**config.mk**
```make
export PLATFORM = sky130hd
export DESIGN_NAME = sched_axis_mux
export DESIGN_NICKNAME = d
export VERILOG_FILES = /design/src/rtl/sched_axis_mux.sv
export SDC_FILE = /design/constraint.sdc
export NUM_CORES = 1
export LEC_CHECK = 0
export CAP_MARGIN = 20
export CORE_AREA = 8 8 381 383
export DETAILED_ROUTE_END_ITERATION = 16
export DIE_AREA = 0 0 389 391
export PLACE_DENSITY_LB_ADDON = 0.05
export SKIP_LAST_GASP = 1
export SLEW_MARGIN = 30
export SYNTH_ARGS = -nofsm -noshare
export SYNTH_HDL_FRONTEND = slang
export SYNTH_SLANG_ARGS = --single-unit
```
**constraint.sdc**
```tcl
create_clock -name clk -period 2.5 [get_ports clk]
set_clock_uncertainty 0.2 [all_clocks]
set_input_delay 0.5 -clock clk [delete_from_list [all_inputs] [get_ports clk]]
set_output_delay 0.5 -clock clk [all_outputs]
set_load 0.02 [all_outputs]
```
**src/rtl/sched_axis_mux.sv**
```systemverilog
// sched_axis_mux
//   Packet-granular AXI-Stream output mux downstream of the PIEO scheduler tree.
//   It samples the scheduler's FIFO index and enable only while idle, locks onto
//   that FIFO, and forwards whole packets with zero added latency. A registered
//   one-hot end-of-packet pulse (pe_tlast) goes back to the scheduler.
//
// Optional feature: define SCHED_AXIS_MUX_STATS_EN to add the packet and byte
//   counters stat_pkt_cnt / stat_byte_cnt.
//
// Ports
//   clk, rst        clock, asynchronous active-high reset
//   sel_in, en_in   scheduler-selected FIFO index and selection valid
//   s_axis_*        NUM_FIFO flattened AXIS slave inputs; FIFO i at slice i
//   m_axis_*        single AXIS master output
//   pe_tlast        one-cycle pulse: the last beat of FIFO i was accepted
//   busy            high while forwarding a packet or in the post-packet gap
//   stat_*          (stats build only) accepted packet / byte counters, wrap at 2^32
module sched_axis_mux #(
    parameter int unsigned NUM_FIFO   = 12,
    parameter int unsigned DATA_WIDTH = 64,
    parameter int unsigned KEEP_WIDTH = DATA_WIDTH / 8,
    parameter int unsigned SEL_WIDTH  = $clog2(NUM_FIFO)
) (
    input  logic                           clk,
    input  logic                           rst,
    input  logic [SEL_WIDTH-1:0]           sel_in,
    input  logic                           en_in,
    input  logic [NUM_FIFO*DATA_WIDTH-1:0] s_axis_tdata,
    input  logic [NUM_FIFO*KEEP_WIDTH-1:0] s_axis_tkeep,
    input  logic [NUM_FIFO-1:0]            s_axis_tvalid,
    input  logic [NUM_FIFO-1:0]            s_axis_tlast,
    output logic [NUM_FIFO-1:0]            s_axis_tready,
    output logic [DATA_WIDTH-1:0]          m_axis_tdata,
    output logic [KEEP_WIDTH-1:0]          m_axis_tkeep,
    output logic                           m_axis_tvalid,
    output logic                           m_axis_tlast,
    input  logic                           m_axis_tready,
    output logic [NUM_FIFO-1:0]            pe_tlast,
`ifdef SCHED_AXIS_MUX_STATS_EN
    output logic [31:0]                    stat_pkt_cnt,
    output logic [31:0]                    stat_byte_cnt,
`endif
    output logic                           busy
);

    typedef enum logic [1:0] {
        StIdle,
        StFwd,
        StGap
    } state_e;

    state_e                state_q, state_d;
    logic [SEL_WIDTH-1:0]  sel_q, sel_d;
    logic [NUM_FIFO-1:0]   pe_q, pe_d;
    logic                  sel_ok;
    logic                  start;
    logic                  last_hs;

    // Widen by one bit so the range check also works when NUM_FIFO is a power of two.
    assign sel_ok  = ({1'b0, sel_in} < (SEL_WIDTH + 1)'(NUM_FIFO));
    assign start   = en_in && sel_ok && s_axis_tvalid[sel_in];
    assign last_hs = m_axis_tvalid && m_axis_tready && m_axis_tlast;

    // Combinational datapath: only the locked FIFO is visible, and only in StFwd.
    always_comb begin
        m_axis_tdata  = '0;
        m_axis_tkeep  = '0;
        m_axis_tvalid = 1'b0;
        m_axis_tlast  = 1'b0;
        s_axis_tready = '0;
        if (state_q == StFwd) begin
            for (int unsigned i = 0; i < NUM_FIFO; i++) begin
                if (sel_q == SEL_WIDTH'(i)) begin
                    m_axis_tdata     = s_axis_tdata[i*DATA_WIDTH +: DATA_WIDTH];
                    m_axis_tkeep     = s_axis_tkeep[i*KEEP_WIDTH +: KEEP_WIDTH];
                    m_axis_tvalid    = s_axis_tvalid[i];
                    m_axis_tlast     = s_axis_tlast[i];
                    s_axis_tready[i] = m_axis_tready;
                end
            end
        end
    end

    always_comb begin
        state_d = state_q;
        sel_d   = sel_q;
        pe_d    = '0;
        unique case (state_q)
            StIdle: begin
                if (start) begin
                    state_d = StFwd;
                    sel_d   = sel_in;
                end
            end
            StFwd: begin
                // The pulse is registered, so it appears during StGap.
                if (last_hs) begin
                    state_d     = StGap;
                    pe_d[sel_q] = 1'b1;
                end
            end
            StGap: begin
                // One dead cycle lets the scheduler advance before the next sample.
                state_d = StIdle;
            end
            default: begin
                state_d = StIdle;
            end
        endcase
    end

    always_ff @(posedge clk or posedge rst) begin
        if (rst) begin
            state_q <= StIdle;
            sel_q   <= '0;
            pe_q    <= '0;
        end else begin
            state_q <= state_d;
            sel_q   <= sel_d;
            pe_q    <= pe_d;
        end
    end

    assign pe_tlast = pe_q;
    assign busy     = (state_q != StIdle);

`ifdef SCHED_AXIS_MUX_STATS_EN
    logic [31:0] pkt_cnt_q;
    logic [31:0] byte_cnt_q;
    logic [31:0] keep_pop;

    always_comb begin
        keep_pop = '0;
        for (int unsigned k = 0; k < KEEP_WIDTH; k++) begin
            keep_pop = keep_pop + 32'(m_axis_tkeep[k]);
        end
    end

    always_ff @(posedge clk or posedge rst) begin
        if (rst) begin
            pkt_cnt_q  <= '0;
            byte_cnt_q <= '0;
        end else if (m_axis_tvalid && m_axis_tready) begin
            byte_cnt_q <= byte_cnt_q + keep_pop;
            if (m_axis_tlast) begin
                pkt_cnt_q <= pkt_cnt_q + 32'd1;
            end
        end
    end

    assign stat_pkt_cnt  = pkt_cnt_q;
    assign stat_byte_cnt = byte_cnt_q;
`endif

endmodule

```
== Word-level counts from Yosys, hierarchy flattened ==
Index checks and enable logic that the tools add are counted.

* Register bits after elaboration: 18
* Latch bits: 0
* Memory bits (writable): 0
* ROM bits: 0
* Bits of input ports: 896
* Logic and storage cells: 105
* Memories kept: 0

* Add/sub/neg operators: 0
* Multipliers: 0
* Divide/modulo/power cells: 0
* Magnitude comparators: 4
* Equal/unequal tests: 14
* Shift operators: 0
* Multiplexer cells: 74
* Bitwise gates (word level): 0
* Reductions and logical operators: 10

{| class="wikitable"
|+ Operators by type and width
! cell !! count
|-
| $mux 64 || 13
|-
| $mux 8 || 13
|-
| $mux 1 || 40
|-
| $mux 12 || 3
|-
| $eq 4x3->1 const B || 4
|-
| $eq 4x4->1 const B || 4
|-
| $lt 4x5->1 const B || 2
|-
| $eq 4x2->1 const B || 2
|-
| $logic_and 1x1->1 || 5
|-
| $bmux 1 s4 || 1
|-
| $demux 1 s4 || 1
|-
| $eq 4x1->1 const B || 1
|-
| $ge 4x1->1 const B || 1
|-
| $logic_not 4->1 || 1
|-
| $lt 4x4->1 const B || 1
|-
| $mux 2 || 2
|-
| $ne 2x2->1 const B || 2
|-
| $pmux 2 s2 || 1
|-
| $reduce_and 2->1 || 2
|-
| $eq 2x1->1 const B || 1
|-
| $logic_not 2->1 || 1
|-
| $reduce_bool 2->1 || 1
|}

== Depth between registers and ports, before layout ==
Gate-level depths: netlist of the first run.

* Depth after elaboration: 18
* Mapped depth: 12

== Worst setup path before layout of the first run ==
OpenSTA, ideal clock, no wires.

* Path kind: flip-flop to output port
* Start: register sel_q[0]
* End: output port m_axis_tdata[55]
* Arrival time: 2212 ps
* Slack: -412 ps
* Cell stages (with the launch flop): 11
* Cell sequence: dfrtp_1 buf_6 buf_8 buf_8 buf_6 buf_2 nand2_1 o22ai_1 a2111oi_0 nor2_1 nor3_1

* Longest elaborated chain between the ends: 14
* Elaborated cells on any way between the ends: 25

{| class="wikitable"
|+ Ends and longest elaborated chain
! element !! RTL line !! source
|-
| start, declared || 53 || <nowiki>logic [SEL_WIDTH-1:0] sel_q, sel_d;</nowiki>
|-
| start signal, assigned || 119 || <nowiki>sel_q <= sel_d;</nowiki>
|-
| $logic_not 4->1 || 73 || <nowiki>if (sel_q == SEL_WIDTH'(i)) begin</nowiki>
|-
| $mux 64 (11 in a row) || 73 ||
|-
| $mux 64 * || 73 ||
|-
| $mux 64 * || 71 || <nowiki>if (state_q == StFwd) begin</nowiki>
|-
| end, declared || 33 || <nowiki>output logic [DATA_WIDTH-1:0] m_axis_tdata,</nowiki>
|}

Mark *: on every way between the ends. The rest lies on a longest branch, timed or not.

== Worst setup path after layout of the first run ==
* Start: register sel_q[1]
* End: output port m_axis_tdata[33]

The elaborated chain is that of the path after synthesis.

==> impl_metrics.yaml, run 1 <==
detailed_routing:
  final_antenna_net_count: 0
  drt_drc_violations_left: 0
  wl_per_cell_um: 33.54
  first_drt_pass_iteration_count: 5
  route.vias.total: 16829
  drt_wl_total_um: 146200
  viasPerCell: 3.862
  first_iter_violations: 693
pwr:
  irDropWorstVdd_v: 0.0002937
  power-per-cell-area_nw_per_um2: 1126
  power.leakage_uw: 0.01029
critical_path:
  setup.worst_path.class: "reg -> out"
  end_of_the_worst_register_to_register_path: "pe_tlast[7]"
  worstPathCellList: "buf_12 -> and2b_2 -> and3_4 -> buf_12 -> a222oi_1 -> buf_4 -> a21boi_4 -> a31oi_4 -> buf_6"
  crit_path_max_incr_delay_ns: 0.62
  category_of_the_worst_setup_path_capture_point: "output port"
  critical_path.slowest_cell: "a222oi_1"
  regToRegSetupSlack_ns: -0.55
  crit_top_cell: "buf_12"
  r2r-start: "sel_q[1]"
  critPathTopFamily: "compound AO/OA/AOI/OAI gates"
  critical_path_buf_inv_count: 4
  crit_path_start_kind: "flop"
  timing.critical_path.fanout_max: 4
  count_of_cells_along_the_worst_register_to_register_path: 12
  data_arrival_at_the_endpoint_of_the_critical_path_ns: 2.79
  critical_path_required_ns: 1.80
clocking:
  clock_tree.buffer_depth: 2
  clk_pin_slew_worst_paths_ns: 0.06
  ctsRootBufferMaster: "clkbuf_16"
  cts-buffers-inserted: 3
  worstSkewPairLatency_ns: 0.26
  post_cts_hold_buffer_count: 0
  cts.sink_count: 18
  tritoncts_clock_tree: "yes"
  htree_levels: 1
synthesis:
  syn-num-nets: 2073
  ys_warn_count: 0
  yosysSeqAreaShare_pct: 5.392
  syn_area_cell_um2: 7.097
  most_used_dff_post_synth: "dfrtp_1"
  synthArstFlopShare_pct: 100.0
  syn-cell-area_um2: 8353
  synth-seq-cells: 18
  synth_cell_types: 58
  synth_edf_count: 0
  netlist_instances: 1177
sta:
  post_route_setup_tns_ns: -70.04
  maxSlewViolCount: 0
  rsz_0062_raised_after_global_routing: "yes"
  finalSetupViolations: 98
  timing.slew.headroom_pct: 56.34
  period_minus_slack_ns: 3.493
  number_of_hold_violations_in_the_final_report: 0
  final.setup.worst_slack_ns: -0.9927
  period_share_pct: 139.7
  min_hold_slack_ns: 0.3885
  tightestPinTransition_ns: 0.6549
  max_freq_mhz: 286.3
die:
  std_cell_rows: 137
  starting_density_pct: 6.016
  die_w_um: 389
  die_area_um2: 152100
  fp.dieH_um: 391
  coreArea_um2: 138800
  ios: 995
placement:
  post-place-cells: 4119
  dp_hpwl_um: 119300
  gp_congestion: 0.8260
  port_buffers: 994
hold_path:
  min-delay-path-class: "in -> async"
grt:
  grt_use_total_pct: 17.51
  grt_pass1_wl_um: 181500
  remaining_global_route_overflow: 0
  grt_start_max_net_pins: 45
  antenna_found_initial: 67
  first_global_vias: 18008
finish:
  mostFrequentLayoutCell: "clkdlybuf4s50_1"
  drive_gt1_share_pct: 41.77
  stdcell_count: 4358
  most-common-layout-cells: "clkdlybuf4s50_1, buf_4, nor2_1"
  net_total_in_the_final_layout: 3423
  syn2layout_area_growth_pct: 245.4
status:
  run_status: "finished with violations"
  violations: "negative setup slack"
run:
  drv.max_cap_violation_count: 0
-- worst register-to-register path: cells and delay by family (launching register included) --
kind | cells | cell delay (ns)
compound gates | 3 | 1.00
simple gates | 2 | 0.24
flops | 1 | 0.53
buf+inv | 7 | 0.97
-- final cells by class --
class                      instances  area [µm²]
antenna                           25       62.56
timing repair buffer            1500       15990
inverter                           6       27.53
clock buffer                       4       88.84
tap                             1807        2261
sequential                        18       465.4
fill                           15294      110000
multi-input combinational        998        9960
-- worst max-delay path by stage --
| stage | from | to | slack (ns) | depth (start not counted) |
|---|---|---|---|---|
| after floorplan | sel_q[0] | m_axis_tdata[9] | -0.19 | 12 |
| after global placement | s_axis_tdata[214] | m_axis_tdata[22] | -1.26 | 9 |
| after detailed placement | sel_q[1] | m_axis_tdata[33] | -1.27 | 12 |
| after CTS | sel_q[1] | m_axis_tdata[33] | -1.04 | 12 |
| after global routing | sel_q[3] | m_axis_tdata[33] | -1.08 | 10 |
| final | sel_q[1] | m_axis_tdata[33] | -0.99 | 9 |
-- where the power goes --
| group | switching [µW] | internal, µW | total, µW |
|---|---|---|---|
| Combinational | 16100 | 15600 | 31700 |
| Sequential | 83.5 | 364 | 448 |
| Clock | 139 | 245 | 384 |
-- timing repair --
action | 4_1_cts | 5_1_grt
setup endpoints to repair | 104 | 104
gates resized for setup | 425 | 478
cloned | 14 | 11
endpoints found under the hold margin | 0 | 0
pin swaps | 88 | 187
buffers inserted | 75 | 130
-- stage by stage --
step,total power [µW],utilization (%),cell area [µm²],setup slack [ns]
2_1_floorplan,11310,-,9186,-0.1899
3_3_place_gp,24580,16.91,23480,-1.260
3_5_place_dp,24500,16.91,23480,-1.274
4_1_cts,28570,18.49,25680,-1.043
5_1_grt,34340,20.76,28820,-1.079
6_report,32490,20.78,28850,-0.9927
-- cell usage after synthesis (15+ instances only) --
master / instances / share of area [%]
nor2_1: 154 / 6.9
a21oi_1: 123 / 7.4
clkbuf_1: 82 / 3.7
a22oi_1: 77 / 6.9
nor3_1: 70 / 4.2
o21ai_0: 58 / 3.5
o221ai_1: 45 / 4.7
nand2_1: 43 / 1.9
mux4_2: 42 / 11
a221o_1: 40 / 4.8
buf_2: 40 / 2.4
mux2i_1: 37 / 4.4
a2111oi_0: 33 / 3.5
nor4b_1: 31 / 3.3
a221oi_1: 27 / 2.8
mux2_2: 20 / 2.7
nand2b_1: 19 / 1.4
a31oi_1: 18 / 1.3
dfrtp_1: 18 / 5.4
buf_1: 17 / 0.76
and2_1: 15 / 1.1
-- state kept, by name, indices dropped and copies added, names as in the netlist --
signal and cells:
pe_tlast 12, sel_q 4, state_q 2
-- cells by family after synthesis --
| group | synth area share, % |
|---|---|
| AOI/OAI and AO/OA | 44.67 |
| buffers and inverters | 8.912 |
| DFF | 5.392 |
| muxes | 18.45 |
| and+or+nand+nor | 22.57 |
-- routing by layer --
layer  wire length (µm)  part of all wire (%)  track usage (%)
met1              56070                    38            19.31
met4               2348                   1.6            2.081
met3               8682                   5.9            4.248
met2              78890                    54            34.51
met5                185                  0.13                0
No activity file was read; power rests on OpenSTA's default activity.
==> run 2: changes to the inputs <==
--- a/config.mk
+++ b/config.mk
@@ -6,9 +6,11 @@
 export NUM_CORES = 1
 export LEC_CHECK = 0
 export CAP_MARGIN = 20
-export CORE_AREA = 8 8 381 383
+export CELL_PAD_IN_SITES_DETAIL_PLACEMENT = 1
+export CELL_PAD_IN_SITES_GLOBAL_PLACEMENT = 2
+export CORE_AREA = 2 2 385 387
 export DETAILED_ROUTE_END_ITERATION = 16
-export DIE_AREA = 0 0 389 391
+export DIE_AREA = 0 0 387 389
 export PLACE_DENSITY_LB_ADDON = 0.05
 export SKIP_LAST_GASP = 1
 export SLEW_MARGIN = 30
==> run 2 against run 1 <==
Against the previous run: wire length shrank 1.1%; utilization shrank 1.3 points; largest cell class unchanged; global-route usage grew 0.46 points; critical path depth grew 1; critical path type unchanged; via count shrank 1.4%; first-iteration DRC count shrank 7.8%; sequential power grew 11%; sequential share of layout area is essentially flat; non-clock buffer count shrank 16; critical endpoint is now m_axis_tdata[17]; setup slack gained 0.098 ns; the run still ends with negative setup slack left; sequential cell count is the same.
==> impl_metrics.yaml, run 2 (synthesis results as in run 1) <==
critical_path:
  count_of_cells_along_the_worst_register_to_register_path: 14
  data_arrival_at_the_endpoint_of_the_critical_path_ns: 2.70
  regToRegSetupSlack_ns: -0.57
  category_of_the_worst_setup_path_capture_point: "output port"
  worstSetupPathDepth: 10
  worstPathCellList: "buf_12 -> buf_6 -> mux4_2 -> a2bb2oi_2 -> nor2_2 -> a2111oi_2 -> buf_4 -> o21ai_2 -> o211a_1 -> buf_6"
  crit_path_max_incr_delay_ns: 0.50
  crit_top_cell: "buf_6"
  r2r-start: "sel_q[1]"
  end_of_the_worst_register_to_register_path: "pe_tlast[11]"
  timing.critical_path.fanout_max: 6
  critPathTopFamily: "compound AO/OA/AOI/OAI gates"
  crit_path_start_kind: "flop"
  critical_path_required_ns: 1.80
  critical_path.slowest_cell: "dfrtp_4"
  critical_path_buf_inv_count: 4
  setup.worst_path.class: "reg -> out"
clocking:
  clk_pin_slew_worst_paths_ns: 0.06
  ctsRootBufferMaster: "clkbuf_16"
  tritoncts_clock_tree: "yes"
  cts.sink_count: 18
  htree_levels: 1
  worstSkewPairLatency_ns: 0.26
  clock_tree.buffer_depth: 2
  cts-buffers-inserted: 3
  post_cts_hold_buffer_count: 0
sta:
  number_of_hold_violations_in_the_final_report: 0
  rsz_0062_raised_after_global_routing: "yes"
  maxSlewViolCount: 0
  tightestPinTransition_ns: 0.8116
  post_route_setup_tns_ns: -66.08
  final.setup.worst_slack_ns: -0.8950
  period_share_pct: 135.8
  period_minus_slack_ns: 3.395
  finalSetupViolations: 97
  max_freq_mhz: 294.5
  timing.slew.headroom_pct: 45.32
finish:
  syn2layout_area_growth_pct: 241.9
  most-common-layout-cells: "clkdlybuf4s50_1, buf_4, buf_12"
  mostFrequentLayoutCell: "clkdlybuf4s50_1"
  finish.utilization_pct: 19.48
  total_of_fill_cells_in_the_finished_design: 16730
  seqCellArea_um2: 465.4
  multiInputGateArea_um2: 9877
  drive_gt1_share_pct: 40.76
  net_total_in_the_final_layout: 3407
  largest_reg_flops: 12
pwr:
  power-per-cell-area_nw_per_um2: 1115
  irDropWorstVdd_v: 0.0002757
  pwr-share-seq_pct: 1.6
  swShare_pct: 50.59
  power.leakage_uw: 0.01010
  p_int_uw: 15730
  power.net_switching_uw: 16110
  p_comb_share_pct: 97.3
  clock_power_share_pct: 1.2
detailed_routing:
  first_drt_pass_iteration_count: 7
  final_antenna_net_count: 0
  drt_wl_total_um: 144600
  route.vias.total: 16588
  first_iter_violations: 639
  drt_drc_violations_left: 0
  wl_per_cell_um: 32.47
  viasPerCell: 3.725
grt:
  grt_use_total_pct: 17.97
  grt_start_max_net_pins: 45
  grt_pass1_wl_um: 181900
  remaining_global_route_overflow: 0
  first_global_vias: 18293
  antenna_found_initial: 79
die:
  coreArea_um2: 146600
  starting_density_pct: 5.698
  std_cell_rows: 141
  fp.dieH_um: 389
  die_w_um: 387
  die_area_um2: 150500
  ios: 995
placement:
  dp_hpwl_um: 119900
  port_buffers: 994
  gp_congestion: 0.8032
status:
  violations: "negative setup slack"
  run_status: "finished with violations"
run:
  drv.max_cap_violation_count: 0
hold_path:
  min-delay-path-class: "in -> async"
[run 2: cell count changes in the layout (fill, tap and decap cells not counted), moves of 9 or more]
cell / delta
a21oi_2: -14
nor2_2: +10
o221ai_1: +9
nor2_1: -10
a21oi_1: +11
buf_4: -16
diode_2: -12
[run 2: cell type report]
type                            count  area share, %
Timing Repair Buffer             1484          54.79
Multi-Input combinational cell    998          34.58
Tap cell                         1930          8.455
Sequential cell                    18          1.630
Clock buffer                        4         0.3110
Inverter                            6         0.1139
Antenna cell                       13         0.1139
[run 2: worst max-delay path by stage]
stage,start,to,slack (ns)
after global routing,sel_q[0],m_axis_tdata[17],-1.00
final,sel_q[0],m_axis_tdata[17],-0.90
after global placement,s_axis_tdata[57],m_axis_tdata[57],-1.26
after detailed placement,s_axis_tdata[57],m_axis_tdata[57],-1.25
after floorplan,sel_q[0],m_axis_tdata[9],-0.19
after CTS,sel_q[0],m_axis_tdata[6],-0.99
[run 2: routing by layer]
layer / up-vias / GRT usage [%] / wire, µm
li1: 7508 / - / -
met2: 577 / 34.47 / 76550
met1: 8285 / 20.86 / 58450
met3: 144 / 4.458 / 8025
met5: - / 0 / 483
met4: 74 / 0.6346 / 1080
[run 2: timing repair]
item                                    4_1_cts  5_1_grt
cloned                                        8        7
gates resized for setup                     481      396
pin swaps                                    83      154
endpoints found under the setup margin      103      104
setup buffers                                86       79
[run 2: power groups by stage]
stage	clock (µW)	sequential (µW)	combinational, µW
6_report	376	498	31000
3_5_place_dp	0	534	24600
3_3_place_gp	0	534	24600
5_1_grt	393	514	32900
4_1_cts	384	513	28200
2_1_floorplan	0	376	10900
[run 2: per-stage QoR]
step	setup WS, ns	hold WS, ns	cells	power, µW	area, µm²
after floorplan	-0.1899	0.2386	1177	11310	9186
after global placement	-1.264	0.6870	4274	25160	24070
after detailed placement	-1.245	0.6964	4274	25090	24070
after CTS	-0.9870	0.5384	4370	29080	26360
after global routing	-1.001	0.5729	4446	33830	28540
final	-0.8950	0.5060	4453	31840	28560
